===== src/rtl/serial_add_seq.sv =====
// Bit-serial adder sequencer: one full-adder slice processes the operands LSB-first,
// one bit per clock, behind a start/done handshake.
module serial_add_seq #(
  parameter int unsigned WIDTH = 8
) (
  input  logic             clk,
  input  logic             rst_n,
  input  logic             start,
  input  logic [WIDTH-1:0] a,
  input  logic [WIDTH-1:0] b,
  input  logic             cin,
  output logic             busy,
  output logic             done,
  output logic [WIDTH-1:0] sum,
  output logic             cout
);

  localparam int unsigned CntW = (WIDTH > 1) ? $clog2(WIDTH) : 1;
  localparam logic [CntW-1:0] CntLast = CntW'(WIDTH - 1);

  typedef enum logic [1:0] {StIdle, StRun, StDone} state_e;

  state_e           state_q, state_d;
  logic [WIDTH-1:0] sh_a_q, sh_a_d;
  logic [WIDTH-1:0] sh_b_q, sh_b_d;
  logic [WIDTH-1:0] sh_s_q, sh_s_d;
  logic [WIDTH-1:0] sum_q, sum_d;
  logic [CntW-1:0]  cnt_q, cnt_d;
  logic             carry_q, carry_d;
  logic             cout_q, cout_d;
  logic             busy_q, busy_d;
  logic             done_q, done_d;
  logic             fa_sum, fa_cout;

  // The single full-adder slice shared by every bit position.
  always_comb begin
    fa_sum  = sh_a_q[0] ^ sh_b_q[0] ^ carry_q;
    fa_cout = (sh_a_q[0] & sh_b_q[0]) | (carry_q & (sh_a_q[0] ^ sh_b_q[0]));
  end

  always_comb begin
    state_d = state_q;
    sh_a_d  = sh_a_q;
    sh_b_d  = sh_b_q;
    sh_s_d  = sh_s_q;
    sum_d   = sum_q;
    cnt_d   = cnt_q;
    carry_d = carry_q;
    cout_d  = cout_q;
    done_d  = 1'b0;

    unique case (state_q)
      StIdle, StDone: begin
        if (start) begin
          sh_a_d  = a;
          sh_b_d  = b;
          carry_d = cin;
          sh_s_d  = '0;
          cnt_d   = '0;
          state_d = StRun;
        end else begin
          state_d = StIdle;
        end
      end
      StRun: begin
        sh_s_d  = {fa_sum, sh_s_q[WIDTH-1:1]};
        sh_a_d  = {1'b0, sh_a_q[WIDTH-1:1]};
        sh_b_d  = {1'b0, sh_b_q[WIDTH-1:1]};
        carry_d = fa_cout;
        if (cnt_q == CntLast) begin
          // Result is published only here, so sum/cout never expose partial bits.
          sum_d   = {fa_sum, sh_s_q[WIDTH-1:1]};
          cout_d  = fa_cout;
          done_d  = 1'b1;
          state_d = StDone;
        end else begin
          cnt_d = cnt_q + CntW'(1);
        end
      end
      default: state_d = StIdle;
    endcase

    busy_d = (state_d == StRun);
  end

  always_ff @(posedge clk or negedge rst_n) begin
    if (!rst_n) begin
      state_q <= StIdle;
      sh_a_q  <= '0;
      sh_b_q  <= '0;
      sh_s_q  <= '0;
      sum_q   <= '0;
      cnt_q   <= '0;
      carry_q <= 1'b0;
      cout_q  <= 1'b0;
      busy_q  <= 1'b0;
      done_q  <= 1'b0;
    end else begin
      state_q <= state_d;
      sh_a_q  <= sh_a_d;
      sh_b_q  <= sh_b_d;
      sh_s_q  <= sh_s_d;
      sum_q   <= sum_d;
      cnt_q   <= cnt_d;
      carry_q <= carry_d;
      cout_q  <= cout_d;
      busy_q  <= busy_d;
      done_q  <= done_d;
    end
  end

  assign busy = busy_q;
  assign done = done_q;
  assign sum  = sum_q;
  assign cout = cout_q;

endmodule


===== config.mk =====
export PLATFORM = sky130hd
export DESIGN_NAME = serial_add_seq
export DESIGN_NICKNAME = d
export VERILOG_FILES = /design/src/rtl/serial_add_seq.sv
export SDC_FILE = /design/constraint.sdc
export NUM_CORES = 1
export LEC_CHECK = 0
export CORE_MARGIN = 3
export CORE_UTILIZATION = 54
export CTS_CLUSTER_DIAMETER = 30
export DETAILED_ROUTE_END_ITERATION = 16
export GPL_ROUTABILITY_DRIVEN = 0
export PLACE_DENSITY = 0.9
export SETUP_SLACK_MARGIN = 0.2
export SYNTH_ARGS = -nofsm -noshare
export SYNTH_HDL_FRONTEND = slang
export SYNTH_SLANG_ARGS = --single-unit

===== constraint.sdc =====
create_clock -name clk -period 1.57 [get_ports clk]
set_input_delay 0.471 -clock clk [delete_from_list [all_inputs] [get_ports clk]]
set_output_delay 0.471 -clock clk [all_outputs]
set_load 0.1 [all_outputs]

; ---- After elaboration in Yosys (flattened, before gate mapping)
; Cells that the tools add are included.
[totals]
regBits = 41
in_bits = 20
out_inout_bits = 11
[classes]
add_sub_neg = 1
eq_ne = 6
muxes = 16
n_bitwise = 5
n_reduce_logical = 6
[op_table]
columns = op, n
row1 = $pmux W8 S2, 3
row2 = $mux W8, 3
row3 = $mux W3, 2
row4 = $pmux W3 S2, 1
row5 = $eq A2 B1 Y1 const B, 2
row6 = $mux W1, 4
row7 = $ne A2 B2 Y1 const B, 2
row8 = $pmux W2 S2, 1
row9 = $reduce_and A2 Y1, 2
row10 = $add A3 B1 Y3 const B, 1
row11 = $eq A3 B3 Y1 const B, 1
row12 = $reduce_and A3 Y1, 1
row13 = $and A1 B1 Y1, 2
row14 = $eq A2 B2 Y1 const B, 1
row15 = $logic_not A2 Y1, 1
row16 = $mux W2, 1
row17 = $pmux W1 S2, 1
row18 = $reduce_bool A2 Y1, 1
row19 = $reduce_or A2 Y1, 1
row20 = $xor A1 B1 Y1, 2
row21 = $or A1 B1 Y1, 1

; ---- Logic depth before layout (Yosys ltp)
[depth]
ltp_word = 4
depth_mapped = 6
depth_no_buf = 6

; ---- Least setup slack after synthesis
; OpenSTA, ideal clock, no wires.
[synth_timing]
path_type = reg2out
startpoint = register cout_q, in the netlist cout
endpoint = output port cout
arrival_time_ns = 0.897
slack_ns = 0.202
stages_incl_launch_ff = 1
path_buffers = 0
path_cell_list = dfrtp_1
[synth_rtl]
columns = element, line
row1 = "start, declared", 30  ; logic cout_q, cout_d;
row2 = "start signal, assigned", 106  ; cout_q <= cout_d;
row3 = "end, declared", 15  ; output logic cout
; No word-level cell between the ends.

; ---- Worst setup path in the final report
[layout_timing]
startpoint = register cout_q, in the netlist cout
endpoint = output port cout
; No word-level cell between the ends.

==> qor.csv <==
stage,metric,value,unit
sta,finalSetupTns,0,ns
placed_design,dpl.hpwl,2780,um
sta,max_slew_margin,72.7,%
sta,hold_violations,0,
synth,netlist_top_cells_count,"40 x dfrtp_1, 32 x nand2_1, 16 x mux2i_1",
placed_design,dp.cells,271,
synth,synth-async-reset-ratio,100,%
worst_setup_path,r2r_setup_slack,0.22,ns
sta,period_needed,1.40,ns
clock_tree,worstSkewPairLatency,0.29,ns
worst_setup_path,cp_slowest_cell,dfrtp_1,
worst_setup_path,reg2regPathDepth,5,
die,core_area,3770,um2
synth,ys_types,30,
final_layout,drive_gt1_share,31.1,%
synth,synth_area,2180,um2
clock_tree,cts_max_path_buffers,2,
global_routing,grt_pass1_wl,7130,um
worst_setup_path,crit_cells,1,
global_routing,grt_usage,18.5,%
clock_tree,root_buffer,clkbuf_8,
global_routing,grt_antenna_before_repair,0,
routing,routed-via-count,1608,
die,dieWidth,69.5,um
synth,synth.avg_cell_area,11.0,um2
placed_design,port_buffers,30,
synth,synthTopCellsByArea,"dfrtp_1 46%, mux2i_1 7.4%, a211oi_2 5.8%, nand2_1 5.5%, buf_6 4.1%",
synth,synth_seq_cells,40,
sta,fmax,715,MHz
clock_tree,cts_inserted_buffers,5,
routing,drt_first_pass_iters,5,
die,ios,31,
routing,route.detailed.drc,0,
job,maxCapViolCount,0,
synth,yosysTopAreaCell,dfrtp_1,
sta,clock_skew,0.00457,ns
clock_tree,cts_num_sinks,40,
sta,fin_crit_sh,89.1,%
routing,totalWireLength,4460,um
routing,vias_per_cell,5.56,
pwr,p_leak,1.22,nW
sta,hold_ws,0.0573,ns
global_routing,grt_max_degree,29,
sta,setup_ws,0.172,ns
final_layout,instances_no_fill,289,
synth,ys_seq_area_share,46.0,%
worst_setup_path,endpoint_kind,output port,
synth,synthFlopType,dfrtp_1,
hold_path,hold_path.class,primary input to asynchronous set/reset pin,
die,die_h,69.5,um
routing,wl_per_cell,15.4,um
worst_setup_path,cpPeakStageDelay,0.43,ns
sta,slew_viol_final,0,
worst_setup_path,required,1.10,ns
die,rows,22,
worst_setup_path,path_cells,buf_12,
routing,ant_nets,0,
final_layout,multi_input_area,1030,um2
status,outcome,completed,
placed_design,dp_slack,-0.175,ns
synth,syn_inst,197,
pwr,pwr_density_cell,2060,nW/um2
worst_setup_path,path_class,register to output port,
die,initial_core_util,57.7,%
sta,setup-violations-final,0,
worst_setup_path,critPathLaunchType,register,
sta,worst_pin_slew,0.410,ns
final_layout,antenna_cells,0,
routing,drtIter0Drc,88,
final_layout,area_delta_synth_final,30.4,%
final_layout,nNetsFinal,263,
worst_setup_path,cp.arrival,0.93,ns
synth,yosysWarnings,0,
synth,synth_top_area_share,46.0,%
die,die_area,4830,um2
worst_setup_path,cp_max_fo,2,
global_routing,grt_pass1_vias,1556,
clock_tree,cts_max_level,2,
final_layout,seq_area,1000,um2
synth,syn-num-nets,220,
final_layout,fill_cells,220,
sta,rsz0062_at_grt,true,
clock_tree,clk_pin_slew,0.08,ns
synth,synth.most_common_cell,dfrtp_1,
synth,synth-edff-count,0,
worst_setup_path,path_buf_inv,1,
clock_tree,cts_tree,done,
global_routing,grt-ovfl-total,0,
worst_setup_path,worst_path_dominant_cell_family,flip-flops,
pwr,worst_ir_drop_vdd,1370,uV
==> routing by layer <==
metal	wire length [um]	vias up	global-route usage, %
met5	0	-	0
met4	72	0	5.21
met3	170	8	5.80
met2	2250	33	30.3
met1	1960	804	23.6
li1	-	763	-
==> cells by family after synthesis <==
group | after synthesis | share of synthesized area [%]
simple gates | 65 | 15.5
flops | 40 | 46.0
mux | 24 | 11.7
xor+xnor | 1 | 0.403
fa+ha+maj | 3 | 2.07
buf+inv | 19 | 7.30
compound gates | 45 | 17.1
==> where the power goes <==
| part | switching (W) | total [W] | internal (W) |
|---|---|---|---|
| clock network | 0.000355 | 0.000712 | 0.000357 |
| registers | 0.000433 | 0.00192 | 0.00149 |
| logic | 0.00174 | 0.00320 | 0.00146 |
==> cell type report <==
class	instances	share of cell area (%)
clock buffers	7	3.04
clock inverters	1	0.265
inverters	5	0.750
multi-input cells	138	36.3
flip-flops and latches	40	35.3
well taps	48	2.12
repair buffers	50	22.2
==> through the flow <==
stage                     total power (W)  instance area (um2)  util, %
after floorplan                   0.00401                 2180        -
after global placement            0.00475                 2630     69.7
after detailed placement          0.00488                 2630     69.7
after CTS                         0.00566                 2780     73.7
after global routing              0.00617                 2840     75.2
final                             0.00583                 2840     75.2
==> registers in the layout, summed over array words and instances (netlist names), 2 cells and up <==
name,count
cnt_q,3
sh_a_q,8
sh_b_q,8
sh_s_q,7
state_q,2
sum,8
==> cells in the final DEF, fill, tap and decap left out, types with 2 or more instances in the layout <==
cell type,Yosys,layout
nand2_1,32,32
dfrtp_1,40,39
inv_1,4,4
a211oi_2,10,10
buf_4,4,15
clkbuf_8,0,6
a211oi_1,5,5
nor2_1,2,2
a21oi_2,10,10
nand2b_1,8,8
buf_12,0,15
a21oi_1,6,6
o21ai_1,10,10
o211ai_2,2,2
clkdlybuf4s50_1,0,17
nor2b_1,14,14
nand3_1,5,5
mux2i_1,16,16
mux2_2,7,7
==> path summary, 6_finish.rpt <==
| check | start | to |
|---|---|---|
| worst max-delay path | cout$_DFFE_PN0P_ | cout |
| worst min-delay path | rst_n | sh_b_q[7]$_DFFE_PN0P_ |
| worst max register to register | carry_q$_DFFE_PN0P_ | sh_s_q[7]$_DFFE_PN0P_ |
| worst min register to register | sh_s_q[1]$_DFFE_PN0P_ | sum[0]$_DFFE_PN0P_ |
| max in group asynchronous | rst_n | state_q[0]$_DFF_PN0_ |
| min in group clk | sh_s_q[1]$_DFFE_PN0P_ | sum[0]$_DFFE_PN0P_ |
==> repair_timing <==
action | CTS | global route
cloned | 1 | 0
pin swaps | 1 | 2
gates resized for setup | 2 | 3
hold buffers | 0 | 0
setup buffers | 3 | 6
setup endpoints to repair | 17 | 22
Power figures use the tool's default switching activity.
